[src/rtl/mem_access_stage_pkg.sv]
// Shared encodings for the MEM stage: access sizes, FSM states and
// writeback-select values also used by the writeback stage.
package mem_access_stage_pkg;

  localparam logic [1:0] SIZE_BYTE = 2'b00;
  localparam logic [1:0] SIZE_HALF = 2'b01;
  localparam logic [1:0] SIZE_WORD = 2'b10;

  localparam logic [1:0] ST_IDLE = 2'd0;
  localparam logic [1:0] ST_REQ  = 2'd1;
  localparam logic [1:0] ST_DONE = 2'd2;

  localparam logic [1:0] MTR_ALU = 2'b00;
  localparam logic [1:0] MTR_MEM = 2'b01;
  localparam logic [1:0] MTR_PC  = 2'b10;

endpackage

[src/rtl/mem_lane_align.sv]
// Combinational lane steering: store byte enables / data replication and
// load byte/half extraction with sign or zero extension.
module mem_lane_align
  import mem_access_stage_pkg::*;
(
  input  logic [1:0]  i_size,
  input  logic [1:0]  i_offset,
  input  logic        i_signed,
  input  logic [31:0] i_wdata,
  input  logic [31:0] i_rdata,
  output logic [3:0]  o_be,
  output logic [31:0] o_wdata,
  output logic [31:0] o_rdata
);

  logic [7:0]  w_byte;
  logic [15:0] w_half;

  assign w_byte = i_rdata[{i_offset, 3'b000} +: 8];
  assign w_half = i_offset[1] ? i_rdata[31:16] : i_rdata[15:0];

  // NOTE: every output gets a default before the case so no latch is inferred.
  always_comb begin
    o_be    = 4'b1111;
    o_wdata = i_wdata;
    o_rdata = i_rdata;
    case (i_size)
      SIZE_BYTE: begin
        o_be    = 4'b0001 << i_offset;
        o_wdata = {4{i_wdata[7:0]}};
        o_rdata = {{24{i_signed & w_byte[7]}}, w_byte};
      end
      SIZE_HALF: begin
        o_be    = i_offset[1] ? 4'b1100 : 4'b0011;
        o_wdata = {2{i_wdata[15:0]}};
        o_rdata = {{16{i_signed & w_half[15]}}, w_half};
      end
      default: ;
    endcase
  end

endmodule

[src/rtl/mem_access_stage.sv]
// MEM pipeline stage: data-memory req/ack handshake with stall and timeout.
// Optional macro MISALIGN_TRAP_EN turns misaligned half/word accesses into traps.
module mem_access_stage
  import mem_access_stage_pkg::*;
#(
  parameter int MAX_WAIT = 255,
  parameter int WAIT_W   = 8
) (
  input  logic        Clk,
  input  logic        Reset,
  input  logic        ValidIn,
  input  logic        MemReadIn,
  input  logic        MemWriteIn,
  input  logic [1:0]  MemSizeIn,
  input  logic        MemSignedIn,
  input  logic [31:0] ALUResultIn,
  input  logic [31:0] WriteDataIn,
  input  logic [1:0]  MemtoRegIn,
  input  logic        RegWriteIn,
  input  logic [4:0]  WriteRegIn,
  input  logic [31:0] PCResultIn,
  output logic        DMemReq,
  output logic        DMemWe,
  output logic [31:0] DMemAddr,
  output logic [3:0]  DMemBe,
  output logic [31:0] DMemWData,
  input  logic        DMemAck,
  input  logic [31:0] DMemRData,
  output logic        Stall,
  output logic        BusErr,
  output logic [31:0] ReadDataOut,
  output logic [31:0] ALUResultOut,
  output logic [1:0]  MemtoRegOut,
  output logic        RegWriteOut,
  output logic [4:0]  WriteRegOut,
  output logic [31:0] PCResultOut
);

  logic [1:0]        r_state;
  logic [31:0]       r_addr;
  logic [3:0]        r_be;
  logic [31:0]       r_wdata;
  logic              r_we;
  logic [1:0]        r_offset;
  logic [1:0]        r_size;
  logic              r_signed;
  logic [WAIT_W-1:0] r_wait;
  logic              r_bus_err;
  logic [31:0]       r_rdata;

  logic              w_idle;
  logic              w_access;
  logic              w_timeout;
  logic              w_trap_done;
  logic [3:0]        w_be;
  logic [31:0]       w_wdata;
  logic [31:0]       w_rdata_ext;

  assign w_idle    = (r_state == ST_IDLE);
  assign w_access  = ValidIn & (MemReadIn | MemWriteIn);
  assign w_timeout = (r_wait == WAIT_W'(MAX_WAIT - 1));

  // Store shaping is only needed while capturing in IDLE; load extraction only
  // while waiting, so one aligner serves both via the captured fields.
  mem_lane_align u_align (
    .i_size   (w_idle ? MemSizeIn         : r_size),
    .i_offset (w_idle ? ALUResultIn[1:0]  : r_offset),
    .i_signed (w_idle ? MemSignedIn       : r_signed),
    .i_wdata  (WriteDataIn),
    .i_rdata  (DMemRData),
    .o_be     (w_be),
    .o_wdata  (w_wdata),
    .o_rdata  (w_rdata_ext)
  );

`ifdef MISALIGN_TRAP_EN
  logic w_misalign;
  logic r_trap;

  assign w_misalign = ((MemSizeIn == SIZE_HALF) & ALUResultIn[0]) |
                      (MemSizeIn[1] & (ALUResultIn[1:0] != 2'b00));
  assign w_trap_done = (r_state == ST_DONE) & r_trap;

  always_ff @(posedge Clk or negedge Reset) begin
    if (!Reset)
      r_trap <= 1'b0;
    else if (w_idle)
      r_trap <= w_access & w_misalign;
  end
`else
  assign w_trap_done = 1'b0;
`endif

  // NOTE: all state updates use non-blocking assignments so every register
  // samples the pre-edge values of the others.
  always_ff @(posedge Clk or negedge Reset) begin
    if (!Reset) begin
      r_state   <= ST_IDLE;
      r_addr    <= '0;
      r_be      <= '0;
      r_wdata   <= '0;
      r_we      <= 1'b0;
      r_offset  <= '0;
      r_size    <= '0;
      r_signed  <= 1'b0;
      r_wait    <= '0;
      r_bus_err <= 1'b0;
      r_rdata   <= '0;
    end else begin
      r_bus_err <= 1'b0;
      case (r_state)
        ST_IDLE: begin
          if (w_access) begin
            r_addr   <= {ALUResultIn[31:2], 2'b00};
            r_be     <= w_be;
            r_wdata  <= w_wdata;
            r_we     <= MemWriteIn;
            r_offset <= ALUResultIn[1:0];
            r_size   <= MemSizeIn;
            r_signed <= MemSignedIn;
            r_wait   <= '0;
`ifdef MISALIGN_TRAP_EN
            if (w_misalign) begin
              r_state   <= ST_DONE;
              r_bus_err <= 1'b1;
            end else
`endif
            r_state <= ST_REQ;
          end
        end
        ST_REQ: begin
          r_wait <= r_wait + 1'b1;
          if (DMemAck) begin
            if (!r_we)
              r_rdata <= w_rdata_ext;
            r_state <= ST_DONE;
          end else if (w_timeout) begin
            r_bus_err <= 1'b1;
            r_rdata   <= '0;
            r_state   <= ST_DONE;
          end
        end
        default: r_state <= ST_IDLE;
      endcase
    end
  end

  assign DMemReq     = (r_state == ST_REQ);
  assign DMemWe      = DMemReq & r_we;
  assign DMemAddr    = r_addr;
  assign DMemBe      = r_be;
  assign DMemWData   = r_wdata;
  assign BusErr      = r_bus_err;
  assign ReadDataOut = r_rdata;

  // Stall is forced low while reset is held, matching the registered outputs.
  assign Stall = Reset & ((w_idle & w_access) | (r_state == ST_REQ));

  assign ALUResultOut = ALUResultIn;
  assign MemtoRegOut  = MemtoRegIn;
  assign WriteRegOut  = WriteRegIn;
  assign PCResultOut  = PCResultIn;
  assign RegWriteOut  = RegWriteIn & ValidIn & ~Stall & ~w_trap_done;

endmodule

[config.mk]
export PLATFORM = sky130hd
export DESIGN_NAME = mem_access_stage
export DESIGN_NICKNAME = d
export VERILOG_FILES = /design/src/rtl/mem_access_stage_pkg.sv /design/src/rtl/mem_lane_align.sv /design/src/rtl/mem_access_stage.sv
export SDC_FILE = /design/constraint.sdc
export NUM_CORES = 1
export LEC_CHECK = 0
export CAP_MARGIN = 10
export CORE_ASPECT_RATIO = 0.8
export CORE_MARGIN = 4
export CORE_UTILIZATION = 43
export CTS_CLUSTER_DIAMETER = 60
export DETAILED_ROUTE_END_ITERATION = 12
export PLACE_DENSITY_LB_ADDON = 0.12
export SYNTH_ARGS = -nofsm -noshare
export SYNTH_HDL_FRONTEND = slang
export SYNTH_SLANG_ARGS = --single-unit
export TNS_END_PERCENT = 30
[constraint.sdc]
create_clock -name Clk -period 3.7 [get_ports Clk]
set_clock_uncertainty 0.05 [all_clocks]
set_input_delay 1.11 -clock Clk [delete_from_list [all_inputs] [get_ports Clk]]
set_output_delay 1.11 -clock Clk [all_outputs]
set_load 0.01 [all_outputs]
==> key figures <==
Critical path
  • CP Capture Type: primary output
  • Worst Path Buf+Inv: 2
  • Start of the worst register-to-register path: r_state[1]
  • Crit path arrival time: 2470 ps
  • Reg2Reg Setup Slack: 1120 ps
  • Startpoint type of the worst setup path: input pin
  • Crit path max fanout: 2
  • Required time worst endpoint: 2540 ps
  • Top Family by Delay on Critical Path: buffers and inverters
  • Critical path depth: 6
  • Setup CP Type: input pin to primary output
  • R2r endpoint: ReadDataOut[26]
  • Cells on worst reg2reg path: 7
  • CP Cell Sequence: clkdlybuf4s50_1, o21ai_2, or2_2, nand2_1, and2_4, dlygate4sd2_1
  • CP peak stage delay: 500 ps
  • CP max-delay cell: clkdlybuf4s50_1

Placed design
  • IO Port Bufs: 240
  • DPL Wire Length: 13,400 um
  • Dpl ws: -292 ps
  • Gpl congestion: 0.868
  • Dpl cells: 1,006

Die
  • Core Area: 13,600 um^2
  • Starting Density: 0.440
  • Ports: 321
  • Die ar.: 15,800 um^2
  • Die Y: 113 um
  • Site row count: 38
  • Die W: 140 um

Status
  • Status: completed

Timing
  • Least-Margin Pin Slew: 1170 ps
  • PnR worst setup slack: 65.1 ps
  • Unrepaired setup endpoints after global routing: false
  • Fmax: 0.275 GHz
  • Minimum clock period: 3630 ps
  • Ratio of final minimum period to clock period: 0.982
  • Final count of hold timing violations: 0
  • Setup violations, final: 0
  • Worst slew margin: 0.218
  • Pins Over Slew Limit: 0
  • Setup total negative slack: 0 ps

Finish
  • Seq. cell area: 2880 um^2
  • Nets: 992
  • Share of cells above drive strength 1: 0.0839
  • # fillers: 1,102
  • Final non-filler cell total: 1,038
  • Diode count: 0
  • Multi-input logic area: 2330 um^2
  • Syn-to-layout area delta: 46.3%

Synth
  • Synth Flop Type: dfrtp_1
  • Share of synthesized registers carrying an async set or reset: 1.00
  • Ys Warns: 0
  • Mapped Area: 5960 um^2
  • Area contributors post-synth: dfrtp_1 48%, nand2_1 12%, buf_4 9.4%
  • Top-count cell post-synth: nand2_1
  • Synth cell count leaders: 189 x nand2_1, 115 x dfrtp_1, 75 x buf_4
  • Post-Synthesis Cells: 672
  • Yosys top cell area share: 0.483
  • EDFF count, synth: 0
  • Yosys cell types: 52
  • Mapped Avg Cell Area: 8.87 um^2
  • Post-synth top area cell: dfrtp_1
  • Seq/Total Area, Yosys: 0.483
  • FF+latch count, synth: 115

Global routing
  • Initial antenna violation count: 0
  • GRT Overall Usage: 0.230
  • Largest net degree at the start of global routing: 86
  • Vias in the first global route: 5,579
  • Grt total ovfl: 0
  • First-pass GRT wire length: 29,100 um

Clock tree
  • H-tree depth: 4
  • Setup Buffers After CTS: 0
  • CTS tree: done
  • Clk buf depth: 2
  • Clock Latency Late Sink: 410 ps
  • Root Buffer Master: clkbuf_16
  • CTS Sinks: 115
  • Cts bufs inserted: 17
  • CTS clk-pin slew, worst paths: 50 ps

Power
  • Clock power share: 0.281
  • PD cells: 728 nW/um^2
  • NetSw: 2080 uW
  • Sequential share of power: 0.321
  • Worst IR Drop VDD: 0.379 mV
  • Pint: 4280 uW
  • Switching Share: 0.327
  • LEAKAGE: 0.00389 uW
  • Logic pwr share: 0.399

Routing
  • WL per Instance: 17.6 um
  • First-pass iteration count of the detailed router: 5
  • Final Routed Wirelength: 18,200 um
  • Final antenna-violating net count: 0
  • Vias: 5,409
  • DR vias/cell: 5.21
  • Residual DRC: 0
  • 1st-iter DRT viols: 396

Min path
  • Hold Crit Endpoint: DMemAddr[18]
  • Hold Path Cell Cnt: 2
  • Worst Hold Class: flop to flop
  • Critical hold path startpoint: DMemAddr[18]

Flow run
  • Max-cap viol count: 0
## power by group through the flow
stage	combinational (uW)	clock [uW]	sequential (uW)
after floorplan	1010	0	2210
after global placement	2500	0	2020
after detailed placement	2540	0	2050
after CTS	2560	1820	2040
after global routing	2760	1880	2100
final	2530	1780	2040
## through the flow
stage               area [um^2]  hold slack [ps]  power (uW)   util
floorplan                  5970              407        3230      -
global placement           8060              403        4520  0.595
detailed placement         8060              412        4600  0.595
CTS                        8710              425        6410  0.643
global route               8720              441        6740  0.644
finish                     8720              419        6360  0.644
## cells in the final DEF (no fill, tap or decap), types with 3 or more instances in the layout
cell type        synthesis  routed
inv_1                   14      14
a31oi_1                 13      13
mux2i_1                 17      17
nor2_1                  28      27
o21ai_0                 47      46
buf_4                   75      25
o21ai_1                 14      14
a221o_1                  7       7
clkbuf_8                 0       6
a221oi_1                 7       7
clkinv_2                 0       4
clkdlybuf4s50_1          0     236
nand3_1                 12      12
a21oi_1                 32      32
nand2_1                189     189
dfrtp_1                115     115
clkbuf_16                0      17
a22oi_1                  7       7
bufinv_16                0       4
a222oi_1                 9       9
o31ai_1                  7       7
nand2b_1                 3       3
## registers in the layout, indices dropped and copies added, names as in the netlist
name	flops
DMemWData	32
ReadDataOut	32
DMemAddr	30
r_wait	8
DMemBe	4
r_offset	2
r_size	2
r_state	2
BusErr	1
r_signed	1
r_we	1
## tightest hold or removal path, delay by kind of cell (launching register included)
| family | cells | cell delay [ps] |
|---|---|---|
| flops | 1 | 340 |
| simple gates | 2 | 100 |
## routing by layer
metal	GRT usage	wire length [um]
met1	0.310	8080
met2	0.350	8330
met3	0.0786	1440
met4	0.0781	368
met5	0	0
## final cells by class
cell class	count	share of cell area
Sequential cell	115	0.330
Multi-Input combinational cell	432	0.267
Tap cell	180	0.0258
Clock buffer	23	0.0582
Clock inverter	9	0.0169
Inverter	15	0.00645
Timing Repair Buffer	264	0.296
## logic make-up (layout without fill, tap and decap cells)
group / after synthesis / after routing / share of synthesized area
buffers and inverters: 126 / 311 / 0.130
DFF: 115 / 115 / 0.483
other: 1 / 2 / 0.000629
muxes: 20 / 20 / 0.0346
and+or+nand+nor: 250 / 250 / 0.173
AOI/OAI and AO/OA: 157 / 157 / 0.174
adders and majority gates: 2 / 2 / 0.00420
xor gates and xnor gates: 1 / 1 / 0.00147
## worst max path at each step
| stage | from | endpoint | slack, ps |
|---|---|---|---|
| floorplan | MemWriteIn | RegWriteOut | 510 |
| global placement | MemWriteIn | RegWriteOut | -220 |
| detailed placement | MemWriteIn | RegWriteOut | -290 |
| CTS | MemWriteIn | RegWriteOut | 10 |
| global route | ValidIn | RegWriteOut | 5 |
| finish | ValidIn | Stall | 70 |
## timing repair
action | CTS | global route
gates cloned | 0 | 0
setup endpoints to repair | 2 | 2
resized for setup | 3 | 4
pin swaps | 0 | 0
hold buffers | 0 | 0
Note: power is estimated with default switching activity, not from simulation.
